File: config.mk
export PLATFORM = sky130hd
export DESIGN_NAME = prefetch_unit_flat
export DESIGN_NICKNAME = d
export VERILOG_FILES = /design/src/rtl/prefetch_pkg.sv /design/src/rtl/prefetch_if.sv /design/src/rtl/prefetch_phys_addr_calc.sv /design/src/rtl/prefetch_unit.sv /design/src/flat_wrapper.sv
export SDC_FILE = /design/constraint.sdc
export NUM_CORES = 1
export LEC_CHECK = 0
export ABC_AREA = 1
export BUFFER_PORTS_ARGS = -buffer_cell sky130_fd_sc_hd__buf_2
export CAP_MARGIN = 5
export CORE_MARGIN = 3
export CORE_UTILIZATION = 30
export DETAILED_ROUTE_END_ITERATION = 8
export HOLD_SLACK_MARGIN = 0.06
export SKIP_LAST_GASP = 1
export SYNTH_ARGS = -nofsm -noshare
export SYNTH_HDL_FRONTEND = slang
export SYNTH_SLANG_ARGS = --single-unit
File: constraint.sdc
create_clock -name clk -period 2.51 [get_ports clk]
set_input_delay 0.502 -clock clk [delete_from_list [all_inputs] [get_ports clk]]
set_output_delay 0.502 -clock clk [all_outputs]
set_load 0.005 [all_outputs]
File: src/rtl/prefetch_pkg.sv
// Shared types and constants for the instruction prefetch unit.
// No logic; consumed at elaboration only.
// Not applicable: no handshakes live here.
package prefetch_pkg;

  // Fetch FSM: issue a bus read, drain the holding buffer, or wait out a stale read.
  typedef enum logic [1:0] {
    REQ     = 2'd0,
    PUSH    = 2'd1,
    DISCARD = 2'd2
  } state_t;

  localparam logic [15:0] DEF_RESET_CS = 16'hffff;
  localparam logic [15:0] DEF_RESET_IP = 16'h0000;

  // Real-mode physical address width (segment*16 + offset, 1 MiB space).
  localparam int PHYS_W = 20;

endpackage

File: src/rtl/prefetch_if.sv
// Bundles the prefetch unit's control, byte-FIFO write and memory-read signals.
// No logic, no latency.
// Backpressure: fifo_full from the FIFO; mem_ack completes a held mem_access request.
interface prefetch_if;
  import prefetch_pkg::*;

  logic                load_new_ip;
  logic [15:0]         new_cs;
  logic [15:0]         new_ip;

  logic                fifo_wr_en;
  logic [7:0]          fifo_wr_data;
  logic                fifo_full;
  logic                fifo_reset;

  logic                mem_access;
  logic                mem_ack;
  logic [PHYS_W-2:0]   mem_address;
  logic [15:0]         mem_data;

  // The prefetch unit itself.
  modport master (
    input  load_new_ip, new_cs, new_ip, fifo_full, mem_ack, mem_data,
    output fifo_wr_en, fifo_wr_data, fifo_reset, mem_access, mem_address
  );

  // Branch source, FIFO and memory side.
  modport slave (
    output load_new_ip, new_cs, new_ip, fifo_full, mem_ack, mem_data,
    input  fifo_wr_en, fifo_wr_data, fifo_reset, mem_access, mem_address
  );

endinterface

File: src/rtl/prefetch_phys_addr_calc.sv
// Segment:offset to 20-bit physical address (seg*16 + off, carry out of bit 19 dropped).
// Purely combinational, zero latency.
// No handshake; also reused by the load/store unit.
module phys_addr_calc
  import prefetch_pkg::*;
(
  input  logic [15:0]       seg,
  input  logic [15:0]       off,
  output logic [PHYS_W-1:0] phys
);

  // Both operands are 20 bits wide, so the sum wraps naturally at 1 MiB.
  assign phys = {seg, 4'h0} + {4'h0, off};

endmodule

File: src/rtl/prefetch_unit.sv
// Fetches 16-bit words at CS:IP, splits them into bytes and pushes them in program order.
// Latency: first byte is pushed the cycle after mem_ack; then 1 byte/cycle.
// Backpressure: fifo_full stalls pushing indefinitely; optional PREFETCH_STALL_COUNT_EN adds stall_count.
module prefetch_unit
  import prefetch_pkg::*;
#(
  parameter logic [15:0] RESET_CS = DEF_RESET_CS,
  parameter logic [15:0] RESET_IP = DEF_RESET_IP
) (
  input  logic        clk,
  input  logic        reset,
  prefetch_if.master  bus
`ifdef PREFETCH_STALL_COUNT_EN
  ,
  output logic [15:0] stall_count
`endif
);

  state_t              state;
  state_t              state_nxt;
  logic [15:0]         fetch_cs;
  logic [15:0]         fetch_ip;
  logic [15:0]         buf_dat;
  logic [1:0]          buf_vld;
  logic [PHYS_W-2:0]   hold_addr;
  logic [PHYS_W-1:0]   phys;

  logic                bus_busy;
  logic                push_go;
  logic                last_byte;

  phys_addr_calc u_phys (
    .seg  (fetch_cs),
    .off  (fetch_ip),
    .phys (phys)
  );

  // A read is on the bus in REQ and DISCARD; the bus cannot abort it.
  assign bus_busy  = (state == REQ) || (state == DISCARD);
  // A push happens only when the FIFO has room and no branch overrides it.
  assign push_go   = (state == PUSH) && !bus.fifo_full && !bus.load_new_ip;
  // In PUSH at least one byte is valid; with fewer than two, this push empties the buffer.
  assign last_byte = !(buf_vld[0] && buf_vld[1]);

  // State register.
  always_ff @(posedge clk) begin
    if (reset) begin
      state <= REQ;
    end else begin
      state <= state_nxt;
    end
  end

  // Next-state logic; a branch overrides everything, but a live read must still be waited out.
  always_comb begin
    state_nxt = state;
    if (bus.load_new_ip) begin
      state_nxt = (bus_busy && !bus.mem_ack) ? DISCARD : REQ;
    end else begin
      case (state)
        REQ:     if (bus.mem_ack) state_nxt = PUSH;
        PUSH:    if (push_go && last_byte) state_nxt = REQ;
        DISCARD: if (bus.mem_ack) state_nxt = REQ;
        default: state_nxt = REQ;
      endcase
    end
  end

  // Outputs; everything is held quiet while reset is asserted.
  always_comb begin
    bus.mem_access   = !reset && bus_busy;
    // DISCARD keeps presenting the stale request's address until it is acknowledged.
    bus.mem_address  = (state == DISCARD) ? hold_addr : phys[PHYS_W-1:1];
    bus.fifo_wr_en   = !reset && push_go;
    bus.fifo_wr_data = buf_vld[0] ? buf_dat[7:0] : buf_dat[15:8];
    bus.fifo_reset   = !reset && bus.load_new_ip;
  end

  // Fetch pointer, holding buffer and stale-request address.
  always_ff @(posedge clk) begin
    if (reset) begin
      fetch_cs  <= RESET_CS;
      fetch_ip  <= RESET_IP;
      buf_dat   <= 16'h0000;
      buf_vld   <= 2'b00;
      hold_addr <= '0;
    end else if (bus.load_new_ip) begin
      fetch_cs <= bus.new_cs;
      fetch_ip <= bus.new_ip;
      buf_vld  <= 2'b00;
      // Capture the in-flight address before CS:IP changes under it.
      if (state == REQ) begin
        hold_addr <= phys[PHYS_W-1:1];
      end
    end else begin
      if ((state == REQ) && bus.mem_ack) begin
        buf_dat <= bus.mem_data;
        // An odd start address only wants the high byte of the word.
        buf_vld <= phys[0] ? 2'b10 : 2'b11;
      end
      if (push_go) begin
        fetch_ip <= fetch_ip + 16'd1;
        if (buf_vld[0]) begin
          buf_vld[0] <= 1'b0;
        end else begin
          buf_vld[1] <= 1'b0;
        end
      end
    end
  end

`ifdef PREFETCH_STALL_COUNT_EN
  // Saturating count of cycles spent blocked in PUSH by a full FIFO.
  always_ff @(posedge clk) begin
    if (reset || bus.load_new_ip) begin
      stall_count <= 16'h0000;
    end else if ((state == PUSH) && bus.fifo_full && (stall_count != 16'hffff)) begin
      stall_count <= stall_count + 16'd1;
    end
  end
`endif

endmodule
File: src/flat_wrapper.sv
// flat-port wrapper written by rule: the top's interface ports become plain ports
module prefetch_unit_flat import prefetch_pkg::*;
#(
  parameter logic [15:0] RESET_CS = DEF_RESET_CS,
  parameter logic [15:0] RESET_IP = DEF_RESET_IP
)
  (clk, reset, bus_load_new_ip, bus_new_cs, bus_new_ip, bus_fifo_full, bus_mem_ack, bus_mem_data, bus_fifo_wr_en, bus_fifo_wr_data, bus_fifo_reset, bus_mem_access, bus_mem_address);
  prefetch_if bus_i ();
  input  logic clk;
  input  logic reset;
  input wire logic [$bits(bus_i.load_new_ip)-1:0] bus_load_new_ip;
  input wire logic [$bits(bus_i.new_cs)-1:0] bus_new_cs;
  input wire logic [$bits(bus_i.new_ip)-1:0] bus_new_ip;
  input wire logic [$bits(bus_i.fifo_full)-1:0] bus_fifo_full;
  input wire logic [$bits(bus_i.mem_ack)-1:0] bus_mem_ack;
  input wire logic [$bits(bus_i.mem_data)-1:0] bus_mem_data;
  output wire logic [$bits(bus_i.fifo_wr_en)-1:0] bus_fifo_wr_en;
  output wire logic [$bits(bus_i.fifo_wr_data)-1:0] bus_fifo_wr_data;
  output wire logic [$bits(bus_i.fifo_reset)-1:0] bus_fifo_reset;
  output wire logic [$bits(bus_i.mem_access)-1:0] bus_mem_access;
  output wire logic [$bits(bus_i.mem_address)-1:0] bus_mem_address;
  assign bus_i.load_new_ip = bus_load_new_ip;
  assign bus_i.new_cs = bus_new_cs;
  assign bus_i.new_ip = bus_new_ip;
  assign bus_i.fifo_full = bus_fifo_full;
  assign bus_i.mem_ack = bus_mem_ack;
  assign bus_i.mem_data = bus_mem_data;
  assign bus_fifo_wr_en = bus_i.fifo_wr_en;
  assign bus_fifo_wr_data = bus_i.fifo_wr_data;
  assign bus_fifo_reset = bus_i.fifo_reset;
  assign bus_mem_access = bus_i.mem_access;
  assign bus_mem_address = bus_i.mem_address;
  prefetch_unit #(.RESET_CS(RESET_CS), .RESET_IP(RESET_IP)) u_core (.clk(clk), .reset(reset), .bus(bus_i));
endmodule
==> metrics.txt <==
violated checks negative setup slack; share of cells above drive strength 1 0.3131; count of cell types in the netlist 40; Async SR Flop Fraction 0; dominant synthesized flop cell dfxtp_1; multiplexer share of the synthesized area 0; Yosys reg bits 71; CP Capture Type primary output; 1st-pass router iterations 5; Tmin final roughly 2.5 ns; Slew Limit Fails 0; Post-synth EDFFs 0; CTS tree done; Achievable Freq 397.6 MHz; final WL 12.49 mm; Worst-Margin Slew 0.6978 ns; Worst Path Class, Setup flop to primary output; CTS sink cnt 71; CTS Hold Bufs 0; drt wl/cell 13.62 um; slowest stage delay, CP between 0.3 and 0.4 ns; initial antenna violation count 0; Post-Synth XOR/XNOR Area 0.01267; simple-gate share of the synthesized area 0.3313; WP buf/inv 3; Critical-path top delay cell dfxtp_2; vias in the first global route ~4000; largest family of logic cells by synthesized area simple AND/OR/NAND/NOR gates; die height 123.6 um; CTS Buf Count 9; slew margin rel. 0.5348; Ports 83; Critical Path AT 2.01 ns; Tcrit/Tclk final 1.002; Worst-Skew Late Latency 0.34 ns; Initial Util 0.3094; YS warnings 0; Post-Syn Area per Cell 6.499 um2; setup TNS -0.005194 ns; global placer's final weighted congestion around 0.87; critical path, cell by cell ha_4 > inv_2 > fa_2 > inv_2 > nand3_2 > nand3_4 > nand2_2 > nand3_2 > nand2_2 > a31oi_1 > buf_2; startpoint types flop; FILL cells 1391; maximum VDD drop approximately 0.27 mV; delay-heaviest family, CP adder cells; Die W 123.6 um; Core ar. between 0.01 and 0.015 mm2; clk buf depth 2; outcome finished, violations left; DP HPWL 8.973 mm; H-tree Lvls 3; RSZ-0062 raised after global routing yes; via count 4300; Antenna Cells 0; Reg clk slew, reported paths 0.05 ns; placed cell areas 0.004793 mm2; Adder-Cell Fraction of Synth Area 0.04406; final setup violating endpoints 1; grt ovf 0; worst min-delay path category input port to flop; remaining antenna violation count 0; # rows 42; synthesized area 0.004146 mm2; Post-Syn Instances 638; area grow syn2layout 34.46%; fin nets 806; largest net degree at the start of global routing 32; Final Skew ~0.0063 ns; final hold viol count 0; root buf cell clkbuf_16; post-synthesis compound-gate area fraction 0.1590; Crit Path Max Fanout 3; synthesized net count 705; vias per cell 4.689; Max Cap Violations 0; DRC Markers 0; Power Density 615.6 mW/mm2; DIE AREA 0.01527 mm2; Final WS setup -0.005194 ns; Critical Path RT about 2 ns; Finished Cell Area 0.005575 mm2; DRT iter0 DRCs 267; Pleak ~2.7 nW; first-pass GRT wire length 19.91 mm; register area share after synthesis 0.3428; # port buffers 82; Total GRT Usage 0.1666
## area by class of cell
cell class / instances / area, um2 / share of cell area
Sequential cell: 71 / 1448 / 0.2597
Tap cell: 176 / 220.2 / 0.03950
Clock buffer: 11 / 232.7 / 0.04174
Multi-Input combinational cell: 451 / 2648 / 0.4749
Timing Repair Buffer: 112 / 639.4 / 0.1147
Inverter: 94 / 352.8 / 0.06329
Clock inverter: 2 / 35.03 / 0.006284
## through the flow
step / hold WS (ns) / setup slack (ns) / utilization / std cells / total power [mW]
2_1_floorplan: 0.4344 / 0.3984 / - / 638 / 1.783
3_3_place_gp: 0.4487 / 0.2442 / 0.3577 / 890 / 2.050
3_5_place_dp: 0.4508 / 0.2083 / 0.3577 / 890 / 2.054
4_1_cts: 0.3530 / -0.01325 / 0.3898 / 913 / 3.311
5_1_grt: 0.3557 / -0.1036 / 0.4161 / 917 / 3.648
6_report: 0.3569 / -0.005194 / 0.4161 / 917 / 3.432
## cells in the final DEF, fill, tap and decap left out, drive strengths merged
cell type and count:
nand3b 4, bufinv 1, fa 1, xor2 3
and2 1, nor2 69, nor3 6, or2 1
a2111oi 1, a21oi 37, clkbuf 11, o211ai 3
nand4 4, o31ai 1, inv 94, o21bai 1
buf 112, ha 13, nand2 189, o21ai 33
a311oi 1, a211oi 12, dfxtp 71, o22a 11
o311ai 2, xnor2 3, nand3 47, clkinv 1
a31oi 5, o22ai 1, nor4 2
## where the power goes
part / internal [mW] / switching, mW
clock: 0.751 / 0.462
sequential: 1.22 / 0.0623
combinational: 0.397 / 0.544
## sequential cells by signal (all words and copies together), names as in the netlist
register          cells
u_core.fetch_cs      16
u_core.buf_dat       16
u_core.fetch_ip      16
u_core.state          2
u_core.buf_vld        2
u_core.hold_addr     19
## cell families (layout without fill, tap and decap cells)
kind of cell	count (synthesis)	count (layout)
and+or+nand+nor	323	323
buffers and inverters	116	219
AOI/OAI and AO/OA	108	108
DFF	71	71
adders and majority gates	14	14
xor gates and xnor gates	6	6
## cell usage after synthesis (all sizes together), types with 3 or more instances
master    n  share of area
buf      15          0.019
nor3      6          0.011
o211ai    3         0.0054
a211oi   12          0.022
dfxtp    71           0.34
a31oi     5         0.0075
clkbuf    7         0.0063
nor2     69          0.068
xnor2     3         0.0063
nand3    47          0.058
xor2      3         0.0063
nand3b    4         0.0072
nand4     4         0.0060
nand2   189           0.17
inv      94          0.085
o21ai    33          0.040
ha       13          0.039
o22a     11          0.023
a21oi    37          0.045
## what timing repair did
action	4_1_cts	5_1_grt
setup endpoints to repair	12	13
gates resized for setup	19	85
setup buffers	10	5
pin swaps	5	22
## worst reg2reg max path: stages (launching register included)
cell,delay (ns)
dfxtp_2,0.35
ha_4,0.14
inv_2,0.04
fa_2,0.34
inv_2,0.08
nand3_2,0.08
nand3_4,0.11
nand2_2,0.07
nand3_2,0.07
nand2_2,0.07
buf_4,0.13
buf_4,0.12
buf_4,0.12
buf_4,0.12
buf_4,0.12
buf_4,0.12
buf_4,0.12
nand3_2,0.05
nand2_1,0.06
inv_1,0.04
## worst paths after layout
kind | from | end | slack (ns) | cells after the start
worst min register to register | u_core.buf_dat[14] | u_core.buf_dat[14] | 0.46 | 2
worst min-delay path | bus_mem_ack | u_core.state[1] | 0.36 | 2
worst max register to register | u_core.fetch_ip[4] | u_core.hold_addr[11] | 0.12 | 19
worst max-delay path | u_core.fetch_ip[4] | bus_mem_address[11] | -0.005 | 11
## routing by layer
metal	track usage	wire [um]	vias to the layer above
li1	-	-	2255
met1	0.2424	6061	1915
met2	0.2433	5453	116
met3	0.04254	796	14
met4	0.04498	182	0
met5	0	0	-
No activity file was read; power rests on OpenSTA's default activity.
